## src/rtl/cla_add_arbiter.sv

```systemverilog
// Round-robin front end that shares one external cla_32bit adder among NUM_REQ ADD/SUB clients.
// Define ARB_FIXED_PRIO_EN for fixed priority (lowest index wins) instead of round-robin.
module cla_add_arbiter #(
   parameter int NUM_REQ = 4,
   parameter int WIDTH   = 32,
   parameter int IDW     = 2
) (
   input  logic                     clk,
   input  logic                     rst,
   input  logic [NUM_REQ-1:0]       req_valid,
   output logic [NUM_REQ-1:0]       req_ready,
   input  logic [NUM_REQ-1:0]       req_sub,
   input  logic [NUM_REQ*WIDTH-1:0] req_a,
   input  logic [NUM_REQ*WIDTH-1:0] req_b,
   output logic [WIDTH-1:0]         add_a,
   output logic [WIDTH-1:0]         add_b,
   output logic                     add_cin,
   input  logic [WIDTH-1:0]         add_sum,
   input  logic                     add_cout,
   input  logic                     add_neq,
   input  logic                     add_lt,
   output logic                     resp_valid,
   input  logic                     resp_ready,
   output logic [IDW-1:0]           resp_id,
   output logic [WIDTH-1:0]         resp_sum,
   output logic                     resp_cout,
   output logic                     resp_neq,
   output logic                     resp_lt
);

   typedef enum logic [1:0] {IDLE, ISSUE, RESP} state_t;

   state_t             r_state;
   state_t             w_nextState;
   logic [IDW-1:0]     r_rrPtr;
   logic [WIDTH-1:0]   r_a;
   logic [WIDTH-1:0]   r_b;
   logic               r_sub;
   logic [IDW-1:0]     r_id;
   logic               r_respValid;
   logic [IDW-1:0]     r_respId;
   logic [WIDTH-1:0]   r_respSum;
   logic               r_respCout;
   logic               r_respNeq;
   logic               r_respLt;
   logic               w_found;
   logic [IDW-1:0]     w_winId;
   logic [NUM_REQ-1:0] w_grant;
   logic [IDW-1:0]     w_nextPtr;

   // Rotating scan from the pointer; with fixed priority the pointer never leaves 0.
   always_comb begin
      int idx;
      idx     = 0;
      w_found = 1'b0;
      w_winId = '0;
      w_grant = '0;
      for (int k = 0; k < NUM_REQ; k++) begin
         idx = int'(r_rrPtr) + k;
         if (idx >= NUM_REQ) idx = idx - NUM_REQ;
         if (!w_found && req_valid[idx]) begin
            w_found = 1'b1;
            w_winId = IDW'(idx);
         end
      end
      if (r_state == IDLE && w_found) w_grant[w_winId] = 1'b1;
   end

   assign req_ready = w_grant;
   assign w_nextPtr = (r_id == IDW'(NUM_REQ - 1)) ? '0 : r_id + 1'b1;

   always_comb begin
      w_nextState = r_state;
      case (r_state)
         IDLE:    if (w_found) w_nextState = ISSUE;
         ISSUE:   w_nextState = RESP;
         RESP:    if (resp_ready) w_nextState = IDLE;
         default: w_nextState = IDLE;
      endcase
   end

   always_ff @(posedge clk or posedge rst) begin
      if (rst) r_state <= IDLE;
      else     r_state <= w_nextState;
   end

   always_ff @(posedge clk or posedge rst) begin
      if (rst) begin
         r_rrPtr     <= '0;
         r_a         <= '0;
         r_b         <= '0;
         r_sub       <= 1'b0;
         r_id        <= '0;
         r_respValid <= 1'b0;
         r_respId    <= '0;
         r_respSum   <= '0;
         r_respCout  <= 1'b0;
         r_respNeq   <= 1'b0;
         r_respLt    <= 1'b0;
      end else begin
         case (r_state)
            IDLE: begin
               if (w_found) begin
                  r_a   <= req_a[w_winId*WIDTH +: WIDTH];
                  r_b   <= req_b[w_winId*WIDTH +: WIDTH];
                  r_sub <= req_sub[w_winId];
                  r_id  <= w_winId;
               end
            end
            ISSUE: begin
               r_respValid <= 1'b1;
               r_respId    <= r_id;
               r_respSum   <= add_sum;
               r_respCout  <= add_cout;
               r_respNeq   <= add_neq;
               r_respLt    <= add_lt;
            end
            RESP: begin
               if (resp_ready) begin
                  r_respValid <= 1'b0;
`ifdef ARB_FIXED_PRIO_EN
                  r_rrPtr     <= '0;
`else
                  r_rrPtr     <= w_nextPtr;
`endif
               end
            end
            default: ;
         endcase
      end
   end

   // Operand regs only change on accept, so the adder inputs hold outside ISSUE.
   assign add_a   = r_a;
   assign add_b   = r_sub ? ~r_b : r_b;
   assign add_cin = r_sub;

   assign resp_valid = r_respValid;
   assign resp_id    = r_respId;
   assign resp_sum   = r_respSum;
   assign resp_cout  = r_respCout;
   assign resp_neq   = r_respNeq;
   assign resp_lt    = r_respLt;

endmodule

```

## config.mk

```make
export PLATFORM = sky130hd
export DESIGN_NAME = cla_add_arbiter
export DESIGN_NICKNAME = d
export VERILOG_FILES = /design/src/rtl/cla_add_arbiter.sv
export SDC_FILE = /design/constraint.sdc
export NUM_CORES = 1
export LEC_CHECK = 0
export ABC_AREA = 1
export BUFFER_PORTS_ARGS = -buffer_cell sky130_fd_sc_hd__buf_4
export CAP_MARGIN = 20
export CORE_AREA = 2 2 157 159
export DETAILED_ROUTE_END_ITERATION = 6
export DIE_AREA = 0 0 159 161
export PLACE_DENSITY_LB_ADDON = 0.05
export SETUP_SLACK_MARGIN = 0.2
export SYNTH_ARGS = -nofsm -noshare
export SYNTH_HDL_FRONTEND = slang
export SYNTH_SLANG_ARGS = --single-unit
```

## constraint.sdc

```tcl
create_clock -name clk -period 4.6 [get_ports clk]
set_input_delay 0.92 -clock clk [delete_from_list [all_inputs] [get_ports clk]]
set_output_delay 0.92 -clock clk [all_outputs]
set_load 0.03 [all_outputs]
```

==> results by group <==
Cells and area
  – Layout area overhead: 45.83%
  – Final nets: 1857
  – Layout cells sized above 1: 0.2944
  – Antenna cells: 0
  – Cell area after layout: between 10000 and 15000 sq um
  – Fillers: 2586

Drt
  – Final WL: 30430 microns
  – Pre-antenna DRT Iters: 5
  – Vias per cell: about 4.7
  – # DRC: 0
  – Wire per inst: 16.16 microns
  – Initial detailed-routing violation count: 669
  – Post-route ant nets: 0
  – Routed via count: 8923

Clocking
  – Worst-Skew Late Latency: 0.36 ns
  – Post-CTS Setup Inserts: 0
  – CTS max path bufs: 2
  – # hold bufs at CTS: 0
  – Root buf cell: clkbuf_16
  – Cts bufs inserted: 9
  – Clock sinks: 109
  – H-tree depth: 3
  – TritonCTS clock tree: done
  – Post-CTS resize count: 0
  – Clock Pin Slew Worst Setup and Hold Paths: 0.09 ns

Timing
  – Fin crit period: 3.629 ns
  – Unrepaired setup endpoints after global routing: no
  – Peak Freq: 0.2756 GHz
  – Fin. max-slew vios: 0
  – Period Utilization, post-route: 0.7889
  – Max_slew headroom: 0.3453
  – Final setup violation count: 0
  – Count of final hold-check violations: 0
  – Setup TNS: 0 ns
  – Worst slew pin tran: slightly below 1 ns
  – Setup Skew: 0.01648 ns

Setup path
  – Worst setup path category: reg2out
  – Startpoint types: flip-flop
  – Crit path DAT: 2.71 ns
  – WP data required: 3.68 ns
  – Worst R2R Start: r_rrPtr[0]$_DFFE_PP0P_
  – Slowest-stage cell, CP: dfrtp_1
  – Reg2reg path depth: 15
  – R2r endpoint: r_b[0]$_DFFE_PP0P_
  – Worst setup path endpoint: req_ready[1]
  – Crit path largest cell delay: 0.61 ns
  – Worst path most repeated cell: nand2_1
  – Worst setup path start: r_rrPtr[0]$_DFFE_PP0P_
  – Crit. End Element: output pin
  – Crit-path max FO: 42
  – Worst-path cell chain: inv_2, nand2_1, nand2_2, nand2_1, nand2_1, nand2_1, nand2_1, nand2_4, nand3_4, inv_2, nand2_1, nor2_1, buf_4
  – Flop-to-flop setup slack: around 1.7 ns

Power and ir drop
  – Leakage power: 6.562 nW
  – Pwr Density: 914.5 nW/um^2
  – Worst vdd ir: 608.7 uV

Global route
  – Total Routing Usage GR: 0.2295
  – Total gr overflow: 0
  – First-pass GRT wire length: approximately 48000 microns
  – Largest net degree at the start of global routing: 129
  – Initial antenna violation count: 0
  – Vias in the first global route: 8746

Die
  – Floorplan core area: 23960 sq um
  – Die height: 161 microns
  – Initial Util: 0.3159
  – Rows: 57
  – # IOs: 409
  – Die area: 25600 sq um
  – Die Span X: 159 microns

Logic synthesis
  – Mapped cell area: 7571 sq um
  – Mean Syn Cell Area: 6.236 sq um
  – Synth Instances: 1214
  – Synth Register Bits: 109
  – Main flop type after synthesis: dfrtp_1
  – Synth warnings: 0
  – Post-synthesis cell type count: 22
  – Most numerous cell in the Yosys netlist: nand2_1
  – Syn Nets: 1517
  – Synth top area cells: nand2_1 39%, dfrtp_1 36%, nand4_1 11%
  – Top cell type's share of synthesized area: 0.3937
  – Number of flops mapped to enable cells by yosys: 0
  – Sequential share of the synthesized area: 0.3603
  – Synth top cells by count: 794 x nand2_1, 131 x nand4_1, 109 x dfrtp_1, 47 x buf_2, 32 x xor2_1
  – Async set or reset register ratio after synthesis: 1.000
  – Yosys top cell by area: nand2_1

Worst hold path
  – Hold crit path type: reg2reg

Placement
  – DPL Wire Length: 21290 microns
  – Port bufs: 408
  – Placed cell area: 10730 sq um
  – Final Wtd Congestion: 0.8885

Job
  – Number of max-cap violations: 0

Status
  – Status: completed
==> per-layer routing <==
layer  GRT usage  part of all wire  vias to the layer above  wire length [microns]
li1            -                 -                     4517                      -
met1      0.2855              0.41                     4069                  12570
met2      0.3899              0.49                      301                  14850
met3     0.06215             0.074                       36                   2266
met4     0.07066             0.024                        0                    737
met5           0                 0                        -                      0
==> power breakdown <==
group,leakage [nW],switching (mW),total (mW),internal [mW]
clock,0.151,0.427,0.818,0.392
sequential,1.36,0.349,1.79,1.44
combinational,5.05,5.11,7.49,2.38
==> kinds of logic after synthesis <==
family	synth area share
buffers and inverters	0.07569
AND/OR/NAND/NOR	0.5189
flip-flops	0.3603
XOR/XNOR	0.03702
AO/OA/AOI/OAI	0.006446
adder cells (fa/ha/maj)	0.001652
==> stage by stage <==
stage / setup WS (ns) / util / hold slack (ns) / total power, mW / instances
2_1_floorplan: 0.8061 / - / 0.4581 / 7.140 / 1214
6_report: 0.9711 / 0.4607 / 0.4792 / 10.10 / 1883
4_1_cts: 0.9154 / 0.4607 / 0.4810 / 10.22 / 1883
5_1_grt: 0.6778 / 0.4607 / 0.4922 / 11.10 / 1883
3_3_place_gp: 1.016 / 0.4477 / 0.4557 / 9.359 / 1867
3_5_place_dp: 1.017 / 0.4477 / 0.4603 / 9.366 / 1867
==> registers in the layout (all words and copies together), names as in the netlist, 2 cells and up <==
| register | cells |
|---|---|
| r_rrPtr | 2 |
| r_id | 2 |
| add_a | 32 |
| resp_id | 2 |
| resp_sum | 32 |
| r_state | 2 |
| r_b | 32 |
==> layout by cell type, fill, tap and decap left out <==
cell type	synthesis	final
o21ai_1	1	1
clkinv_4	0	1
xor2_1	32	32
nor2_1	5	4
nor2_4	1	1
inv_6	0	2
buf_4	2	424
nor2_2	0	1
inv_4	0	1
ha_1	1	1
inv_2	6	6
inv_1	15	14
nor3_1	2	2
clkinv_8	0	3
nand4_1	131	131
nand3_1	6	6
nand2_2	3	3
buf_12	0	1
a31oi_1	1	1
clkbuf_16	0	9
o21ai_0	6	6
inv_8	0	1
dfrtp_1	109	108
nand3_4	0	4
dfrtp_2	0	1
nand2_4	0	1
nand2_1	794	793
o31ai_1	1	1
==> worst max-delay path, delay by kind of cell (launching register included) <==
family	cells	cell delay, ns
flops	1	0.61
buf+inv	3	0.47
simple gates	10	1.28
==> how the worst min path moves through the flow <==
stage / start / to / cells past startpoint
floorplan: r_id[0]$_DFFE_PP0P_ / r_rrPtr[0]$_DFFE_PP0P_ / 1
global placement: resp_sum[1]$_DFFE_PP0P_ / resp_sum[1]$_DFFE_PP0P_ / 2
detailed placement: resp_sum[24]$_DFFE_PP0P_ / resp_sum[24]$_DFFE_PP0P_ / 2
CTS: resp_sum[24]$_DFFE_PP0P_ / resp_sum[24]$_DFFE_PP0P_ / 2
global route: resp_sum[24]$_DFFE_PP0P_ / resp_sum[24]$_DFFE_PP0P_ / 2
finish: resp_sum[1]$_DFFE_PP0P_ / resp_sum[1]$_DFFE_PP0P_ / 2
==> final cells by class <==
cell class	instances	area [sq um]	share of cell area
clock inverter	7	86.33	0.007820
tap	324	405.4	0.03672
clock buffer	9	225.2	0.02040
sequential	109	2729	0.2472
inverter	21	81.33	0.007366
timing repair buffer	425	3203	0.2901
multi-input combinational	988	4310	0.3904
Note: power is estimated with default switching activity, not from simulation.
